$ cat config.mk
export PLATFORM = sky130hd
export DESIGN_NAME = gate_model_bist_ctrl
export DESIGN_NICKNAME = d
export VERILOG_FILES = /design/src/rtl/gate_model_bist_ctrl.sv
export SDC_FILE = /design/constraint.sdc
export NUM_CORES = 1
export LEC_CHECK = 0
export ABC_AREA = 1
export BUFFER_PORTS_ARGS = -buffer_cell sky130_fd_sc_hd__buf_2
export CAP_MARGIN = 20
export CORE_MARGIN = 10
export CORE_UTILIZATION = 54
export CTS_CLUSTER_SIZE = 14
export DETAILED_ROUTE_END_ITERATION = 12
export PLACE_DENSITY = 0.87
export SLEW_MARGIN = 30
export SYNTH_ARGS = -nofsm -noshare
export SYNTH_HDL_FRONTEND = slang
export SYNTH_SLANG_ARGS = --single-unit
export TNS_END_PERCENT = 10
$ cat constraint.sdc
create_clock -name clk -period 2.5 [get_ports clk]
set_input_delay 0.125 -clock clk [delete_from_list [all_inputs] [get_ports clk]]
set_output_delay 0.125 -clock clk [all_outputs]
set_load 0.1 [all_outputs]
$ cat src/rtl/gate_model_bist_ctrl.sv
// rtl/gate_model_bist_ctrl.sv - LFSR/MISR BIST sequencer for a combinational gate model
module gate_model_bist_ctrl #(
    parameter int NUM_IN  = 13,
    parameter int NUM_OUT = 10,
    parameter int SETTLE  = 2,
    parameter int PAT_W   = 16
) (
    input  logic               clk,
    input  logic               rst_n,
    input  logic               start,
    input  logic               abort,
    input  logic [PAT_W-1:0]   num_patterns,
    input  logic [NUM_IN-1:0]  seed,
    output logic [NUM_IN-1:0]  dut_in,
    input  logic [NUM_OUT-1:0] dut_out,
    output logic               busy,
    output logic               done,
    output logic [15:0]        signature,
    output logic [PAT_W-1:0]   pattern_idx
);

    localparam int WAIT_W = (SETTLE > 1) ? $clog2(SETTLE) : 1;

    typedef enum logic [1:0] {
        ST_IDLE,
        ST_SETTLE,
        ST_CAPTURE,
        ST_DONE
    } state_t;

    state_t              state;
    state_t              state_next;
    logic [NUM_IN-1:0]   lfsr;
    logic [15:0]         misr;
    logic [PAT_W-1:0]    count;
    logic [PAT_W-1:0]    n_lat;
    logic [WAIT_W-1:0]   wait_cnt;

    logic                do_load;
    logic                do_capture;
    logic                do_wait_inc;
    logic                last_vec;
    logic [NUM_IN-1:0]   lfsr_next;
    logic [15:0]         misr_next;

    assign last_vec  = (count == n_lat - PAT_W'(1));
    assign lfsr_next = {lfsr[NUM_IN-2:0], lfsr[12] ^ lfsr[3] ^ lfsr[2] ^ lfsr[0]};
    // CRC-CCITT style feedback with the model outputs folded into the low bits
    assign misr_next = {misr[14:0], 1'b0} ^ (misr[15] ? 16'h1021 : 16'h0000) ^ 16'(dut_out);

    always_ff @(posedge clk) begin
        if (!rst_n) begin
            state <= ST_IDLE;
        end else begin
            state <= state_next;
        end
    end

    always_comb begin
        state_next  = state;
        do_load     = 1'b0;
        do_capture  = 1'b0;
        do_wait_inc = 1'b0;
        busy        = 1'b0;
        done        = 1'b0;
        case (state)
            ST_IDLE: begin
                if (start) begin
                    do_load    = 1'b1;
                    state_next = (num_patterns == '0) ? ST_DONE : ST_SETTLE;
                end
            end
            ST_SETTLE: begin
                busy = 1'b1;
                if (abort) begin
                    state_next = ST_IDLE;
                end else begin
                    do_wait_inc = 1'b1;
                    if (wait_cnt == WAIT_W'(SETTLE - 1)) begin
                        state_next = ST_CAPTURE;
                    end
                end
            end
            ST_CAPTURE: begin
                busy = 1'b1;
                // abort outranks the final capture, so no done pulse follows it
                if (abort) begin
                    state_next = ST_IDLE;
                end else begin
                    do_capture = 1'b1;
                    state_next = last_vec ? ST_DONE : ST_SETTLE;
                end
            end
            ST_DONE: begin
                done       = 1'b1;
                state_next = ST_IDLE;
            end
            default: begin
                state_next = ST_IDLE;
            end
        endcase
    end

    always_ff @(posedge clk) begin
        if (!rst_n) begin
            lfsr     <= '0;
            misr     <= '0;
            count    <= '0;
            n_lat    <= '0;
            wait_cnt <= '0;
        end else if (do_load) begin
            lfsr     <= (seed == '0) ? NUM_IN'(1) : seed;
            misr     <= 16'hFFFF;
            count    <= '0;
            n_lat    <= num_patterns;
            wait_cnt <= '0;
        end else if (do_capture) begin
            misr <= misr_next;
            lfsr <= lfsr_next;
            if (!last_vec) begin
                count    <= count + PAT_W'(1);
                wait_cnt <= '0;
            end
        end else if (do_wait_inc) begin
            wait_cnt <= wait_cnt + WAIT_W'(1);
        end
    end

    assign dut_in      = lfsr;
    assign signature   = misr;
    assign pattern_idx = count;

endmodule

# Word-level counts from Yosys, hierarchy flattened
# Cells that the tools add are included.
# word_totals
reg_bits	64
word_cells	56
out_inout_bits	47
in_bits	43
# classes
n_bitwise	7
eq_ne	7
n_addsub	3
n_mux	23
n_reduce_logical	10
# ops
cell	count
$mux 13	4
$mux 16	2
$add 16x1->16 const B	1
$eq 16x16->1	1
$logic_not 16->1	1
$sub 16x1->16 const B	1
$xor 16x10->16	1
$xor 16x13->16	1
$logic_not 13->1	1
$mux 2	6
$mux 1	10
$pmux 2 s4	1
$reduce_and 2->1	3
$eq 2x2->1 const B	2
$ne 2x2->1 const B	2
$reduce_bool 2->1	2
$reduce_or 2->1	2
$ne 3x3->1 const B	1
$xor 1x1->1	3
$eq 2x1->1 const B	1
$logic_not 2->1	1
$not 1->1	2
$add 1x1->1 const B	1

# Longest topological paths before layout
# Gate-level depths: netlist of the first run.
# logic_depth
depth_word	5
ltp_mapped	16
depth_no_buf	16

# Worst setup path before layout of the first run
# OpenSTA, ideal clock, no wires.
# synth_path
path_kind	register to register
startpoint	register count[6], in the netlist pattern_idx[6]
endpoint	register count[9], in the netlist pattern_idx[9]
arrival_ps	2310
required_ps	2431
synth_period_minus_slack_ps	2379
path_stages_with_launch	12
n_path_buf	2
setup_slack_ps	121
path_cell_list	dfxtp_1 -> clkbuf_1 -> xor2_1 -> nand2_1 -> nand2_1 -> nand4_1 -> nor2_1 -> nand3_4 -> nand2_4 -> buf_12 -> nand2_1 -> a21oi_2
# synth_via
elab_chain_cells	3
# synth_rtl
element	line_no	text
start, declared	35	logic [PAT_W-1:0] count;
start signal, assigned	121	count <= count + PAT_W'(1);
branches (longest 3 deep; another with $add 16x1->16)	n/a	
# Several ways; the timed one is not identified.
# A chain may end at the register's enable or synchronous reset.

# Worst setup path after layout of the first run
# layout_path
startpoint	register n_lat[0]
endpoint	register count[3], in the netlist pattern_idx[3]
# layout_via
elab_chain_cells	4
# layout_rtl
element	line_no	text
start, declared	36	logic [PAT_W-1:0] n_lat;
start signal, assigned	115	n_lat <= num_patterns;
$sub 16x1->16	46	assign last_vec = (count == n_lat - PAT_W'(1));
$eq 16x16->1	46	
$not 1->1 (no source line)	n/a	
$reduce_and 2->1 (no source line)	n/a	
# No other way between the ends.

==> qor.yml, run 1 <==
status:
  status: "complete, no violations"
synth:
  yosys-top-cells-area: "dfxtp_1 34%, nand2_1 9.7%, xor2_1 6.9%"
  yosys_warnings: 0
  synth_top_area_cell: "dfxtp_1"
  ys_seq_elements: 64
  yosysSeqAreaShare_pct: 33.60
  synth_nets: 590
  avgSynthCellArea_sq_um: 7.062
  ys_types: 39
  synth_area_sq_um: 3814
  synth_top_area_share_pct: 33.60
  synth_cells: 540
power:
  p_leak_uw: 0.002090
  ir_drop_mv: 0.7726
  p_per_area_nw_per_um2: 1026
min_path:
  min_to: "n_lat[7]"
  hold_depth: 3
  worstHoldStart: "num_patterns[7]"
  min_path_type: "input port to flip-flop"
setup_path:
  crit_chain: "inv_2, ha_1, nand2_4, nor2_8, xnor3_1, nor3_4, nand3_4, nand2_4, nand2_1, a21oi_1"
  reg2reg_depth: 10
  max_stage_delay_ns: 0.33
  cp-end-kind: "flip-flop"
  arrival_ns: 2.53
  criticalPathCategory: "flip-flop to flip-flop"
  r2r_slack_ns: 0.24
  r2r-start: "n_lat[0]"
  crit_required_ns: 2.77
  crit_path_max_fanout: 17
  cp-start-kind: "flip-flop"
  cp_slowest_cell: "dfxtp_1"
  crit_top_cell: "nand2_4"
  r2r_end: "pattern_idx[3]"
global_routing:
  antenna_found_initial: 0
  grt_max_degree: 41
  grt_overflow: 0
  grt_pass1_wl_microns: 17510
  grtUsageTotal_pct: 18.88
  grt_pass1_vias: 3935
routing:
  drc: 0
  via_per_inst: 5.440
  detail-route-antenna-nets: 0
  met2WireLength_microns: 5324
  avgRoutedWirePerCell_microns: 14.46
  route.vias.total: 3944
  wl_met1_microns: 4237
  drtIter0Drc: 133
  route.final.wire_length_microns: 10480
  dr_wl_met3_microns: 690
  dr.pass1.iters: 4
  top_layer: "met4"
die:
  std_cell_rows: 30
  die_area_sq_um: 10820
  die_y_microns: 104.0
  initial_core_util_pct: 55.82
  core_area_sq_um: 6832
  die_w_microns: 104.0
  io-pin-count: 90
sta:
  timing.final.ws_setup_ns: 0.2420
  worst_pin_slew_ns: 0.6515
  holdWs_ns: 0.05716
  grt_setup_unrepaired: "no"
  fmax_ghz: 0.4429
  finalHoldViolCount: 0
  layout_min_cycle_time_ns: 2.258
  final.setup.tns_ns: 0
  clock_skew_ns: 0.006967
  setup_violations: 0
  period_share_pct: 90.32
  maxSlewViolCount: 0
  max-slew-margin-rel_pct: 56.52
clock_tree:
  clkSlewWorstSetupHoldPaths_ns: 0.08
  cts_max_path_buffers: 2
  post-cts-setup-buffers: 0
  cts_tree: "yes"
  insertion_delay_ns: 0.34
  numClockSinks: 64
  h-tree-depth: 3
  ctsHoldBuffers: 0
  cts_made_buffers: 9
  post_cts_resized: 0
  root_buffer: "clkbuf_8"
final_layout:
  area_growth_pct: 19.03
  layout_common_cells: "99 x nand2_1, 89 x buf_2, 64 x dfxtp_1"
  finalNetCount: 674
  final_layout_size_suffix_gt1_share_pct: 22.42
  fin_cells: 725
  antennaDiodeCount: 0
  final_common_cell: "nand2_1"
placed_design:
  dp_slack_ns: 0.2588
  io_buffers: 89
  placed_cells: 709
  place_congestion: 0.9429
  dp_hpwl_microns: 7987
job:
  maxCapViolCount: 0
==> sequential cells by signal, summed over array words and instances (netlist names) <==
signal / flops
state: 2
wait_cnt: 1
pattern_idx: 16
n_lat: 16
dut_in: 13
signature: 16
==> cell usage after synthesis <==
master,count
a2111oi_0,3
a21o_1,1
a21oi_1,52
a21oi_2,10
a31oi_1,6
buf_1,3
buf_12,1
buf_2,1
buf_4,1
clkbuf_1,16
dfxtp_1,64
dlygate4sd1_1,1
ha_1,7
inv_1,49
inv_2,1
nand2_1,99
nand2_2,7
nand2_4,2
nand3_1,39
nand3_4,1
nand3b_1,3
nand4_1,7
nor2_1,59
nor2_2,3
nor2_4,2
nor2_8,1
nor3_1,14
nor3_2,1
nor3_4,1
nor4_1,7
o21a_1,1
o21ai_0,28
o21ai_1,1
o21bai_1,1
o221ai_1,3
o41ai_1,1
xnor2_1,12
xnor3_1,1
xor2_1,30
==> critical path: cells and delay by family, from the launching register on <==
kind / cells / cell delay, ns
simple gates: 6 / 1.05
xor+xnor: 1 / 0.28
flops: 1 / 0.33
compound gates: 1 / 0.13
fa+ha+maj: 1 / 0.29
buf+inv: 1 / 0.09
==> worst max-delay path by stage <==
stage	start	endpoint	slack, ns	cells past startpoint
final	n_lat[0]	pattern_idx[3]	0.24	10
after global routing	n_lat[0]	pattern_idx[2]	0.05	11
after CTS	n_lat[0]	pattern_idx[2]	0.25	10
after detailed placement	n_lat[0]	pattern_idx[2]	0.26	10
after global placement	n_lat[0]	pattern_idx[8]	0.38	10
after floorplan	pattern_idx[6]	pattern_idx[9]	0.12	11
==> power by group <==
| group | switching, uW | internal [uW] | leakage (uW) |
|---|---|---|---|
| registers | 179 | 1200 | 0.000527 |
| logic | 1750 | 544 | 0.00145 |
| clock network | 426 | 563 | 0.000113 |
==> logic make-up (layout without fill, tap and decap cells) <==
family / after synthesis / count (layout) / share of synthesized area [%]
adders and majority gates: 7 / 7 / 2.296
and+or+nand+nor: 246 / 246 / 29.89
DFF: 64 / 64 / 33.60
buffers and inverters: 73 / 162 / 7.874
xor gates and xnor gates: 43 / 43 / 10.24
AOI/OAI and AO/OA: 107 / 107 / 16.11
==> final cells by class <==
class / instances / area, sq um
clock buffer: 9 / 123.9
clock inverter: 7 / 96.34
fill: 610 / 2292
inverter: 50 / 187.7
multi-input combinational: 403 / 2232
sequential: 64 / 1281
tap: 96 / 120.1
timing repair buffer: 96 / 498.0
==> routing by layer <==
metal / GRT usage (%) / vias up
met5: 0 / -
met4: 8.449 / 0
met3: 5.638 / 22
met2: 33.06 / 125
met1: 20.46 / 1840
li1: - / 1957
==> stage by stage <==
step	instance area [sq um]	utilization (%)	total power [uW]
4_1_cts	4539	66.45	4672
5_1_grt	4539	66.45	4936
3_3_place_gp	4319	63.22	3605
6_report	4539	66.45	4657
3_5_place_dp	4319	63.22	3673
2_1_floorplan	3814	-	3275
(Power assumes the default switching activity.)
==> inputs of run 2 (changes only) <==
--- a/config.mk
+++ b/config.mk
@@ -13,4 +13,5 @@
 export CTS_CLUSTER_SIZE = 14
 export DETAILED_ROUTE_END_ITERATION = 12
+export MAX_ROUTING_LAYER = met4
 export PLACE_DENSITY = 0.87
 export SLEW_MARGIN = 30
==> constraint.sdc (replaced) <==
create_clock -name clk -period 2.5 [get_ports clk]
set_input_delay 0.5 -clock clk [delete_from_list [all_inputs] [get_ports clk]]
set_output_delay 0.5 -clock clk [all_outputs]
set_load 0.1 [all_outputs]
==> run 2 against run 1 <==
  * Via count rose by 0.48%
  * Sequential power barely moved
  * Final cell count fell by 0.14%
  * Core utilization fell by 0.092 points
  * Highest routed layer unchanged
  * Sequential cell count did not move
  * Clock skew rose by 0.0013 ns
  * Non-clock buffer count fell by 1
  * Die area did not move
  * Critical path depth did not move
  * Count of clock-buffer cells in the layout rose by 1
==> qor.yml, run 2 (synthesis results as in run 1) <==
status:
  status: "complete, no violations"
die:
  die_y_microns: 104.0
  core_area_sq_um: 6832
  io-pin-count: 90
  std_cell_rows: 30
  die_w_microns: 104.0
  initial_core_util_pct: 55.82
  die_area_sq_um: 10820
final_layout:
  ff_latch_area_sq_um: 1281
  multiInputGateArea_sq_um: 2232
  layout_common_cells: "99 x nand2_1, 89 x buf_2, 64 x dfxtp_1"
  fin_util_pct: 66.36
  final_layout_size_suffix_gt1_share_pct: 22.13
  fin_cells: 724
  final_common_cell: "nand2_1"
  area_growth_pct: 18.86
  final_cell_area_sq_um: 4533
  fillCellCount: 604
  antennaDiodeCount: 0
  finalNetCount: 673
global_routing:
  antenna_found_initial: 0
  grt_overflow: 0
  grt_pass1_wl_microns: 17740
  grt_max_degree: 41
  grt_pass1_vias: 3945
  grtUsageTotal_pct: 19.83
sta:
  period_share_pct: 90.74
  worst_pin_slew_ns: 0.6632
  layout_min_cycle_time_ns: 2.269
  clock_skew_ns: 0.008217
  finalHoldViolCount: 0
  fmax_ghz: 0.4408
  final.setup.tns_ns: 0
  maxSlewViolCount: 0
  setup_violations: 0
  max-slew-margin-rel_pct: 55.74
  grt_setup_unrepaired: "no"
setup_path:
  crit_path_max_fanout: 17
  crit_required_ns: 2.78
  crit_chain: "inv_2, ha_1, nand2_4, nor2_8, xnor3_1, nor3_4, nand3_4, nand2_4, nand2_1, a21oi_2"
  crit_family: "simple AND/OR/NAND/NOR gates"
  cp-start-kind: "flip-flop"
  crit_top_cell: "nand2_4"
  cp-end-kind: "flip-flop"
  max_stage_delay_ns: 0.33
  cp_slowest_cell: "dfxtp_1"
  criticalPathCategory: "flip-flop to flip-flop"
  arrival_ns: 2.55
  worst-path-buf-inv: 1
power:
  switching_share_pct: 50.77
  p_leak_uw: 0.002078
  p_comb_share_pct: 49.2
  p_int_uw: 2306
  p_seq_share_pct: 29.4
  power_uw: 4683
  ir_drop_mv: 0.7666
  p_per_area_nw_per_um2: 1033
  power.share.clock_pct: 21.4
  p_sw_uw: 2377
routing:
  route.vias.total: 3963
  detail-route-antenna-nets: 0
  route.final.wire_length_microns: 10850
  avgRoutedWirePerCell_microns: 14.99
  dr.pass1.iters: 5
  drtIter0Drc: 197
  via_per_inst: 5.474
  drc: 0
clock_tree:
  cts_tree: "yes"
  numClockSinks: 64
  post_cts_resized: 0
  h-tree-depth: 3
  root_buffer: "clkbuf_8"
  post-cts-setup-buffers: 0
  ctsHoldBuffers: 0
  insertion_delay_ns: 0.35
  cts_max_path_buffers: 2
  cts_made_buffers: 9
  clkSlewWorstSetupHoldPaths_ns: 0.07
placed_design:
  placed_cells: 708
  place_congestion: 0.9087
  io_buffers: 89
  dpl_cell_area_sq_um: 4312
  dp_hpwl_microns: 8069
job:
  maxCapViolCount: 0
min_path:
  min_path_type: "input port to flip-flop"
[run 2: changes by cell type in the layout (fill, tap and decap cells not counted)]
cell,delta
clkbuf_1,+1
clkinvlp_4,+1
buf_4,-1
clkinv_2,-2
[run 2: final timing paths]
path	from	end	slack, ns	cells after the start
min	num_patterns[10]	n_lat[10]	0.42	3
max reg2reg	n_lat[0]	pattern_idx[11]	0.23	10
max	n_lat[0]	pattern_idx[11]	0.23	10
min reg2reg	signature[14]	signature[14]	0.49	2
[run 2: power by group through the flow]
stage          logic, uW  registers, uW  clock network [uW]
2_1_floorplan       1110           2170                   0
3_3_place_gp        2240           1380                   0
3_5_place_dp        2290           1390                   0
4_1_cts             2300           1370                1010
5_1_grt             2490           1400                1060
6_report            2300           1380                1000
[run 2: area by class of cell]
| type | instances | area share [%] |
|---|---|---|
| clock inverter | 6 | 2.070 |
| timing repair buffer | 95 | 10.82 |
| inverter | 50 | 4.140 |
| clock buffer | 10 | 2.815 |
| tap | 96 | 2.650 |
| multi-input combinational | 403 | 49.24 |
| sequential | 64 | 28.26 |
[run 2: metrics by stage]
step	hold WS (ns)	setup WS (ns)
final	0.4170	0.2314
after global routing	0.4336	0.02619
after CTS	0.4086	0.2425
after detailed placement	0.4767	0.2551
after global placement	0.4646	0.3621
after floorplan	0.4552	0.1213
[run 2: metal layers]
metal | global-route usage [%] | share of wire, %
met5 | - | 0
met4 | 7.455 | 1.7
met3 | 6.382 | 6.5
met2 | 33.29 | 50
met1 | 21.39 | 41
[run 2: tightest hold or removal path, stage by stage]
cell and delay, ns:
buf_2 0.08, o21ai_0 0.07, nor2_1 0.07
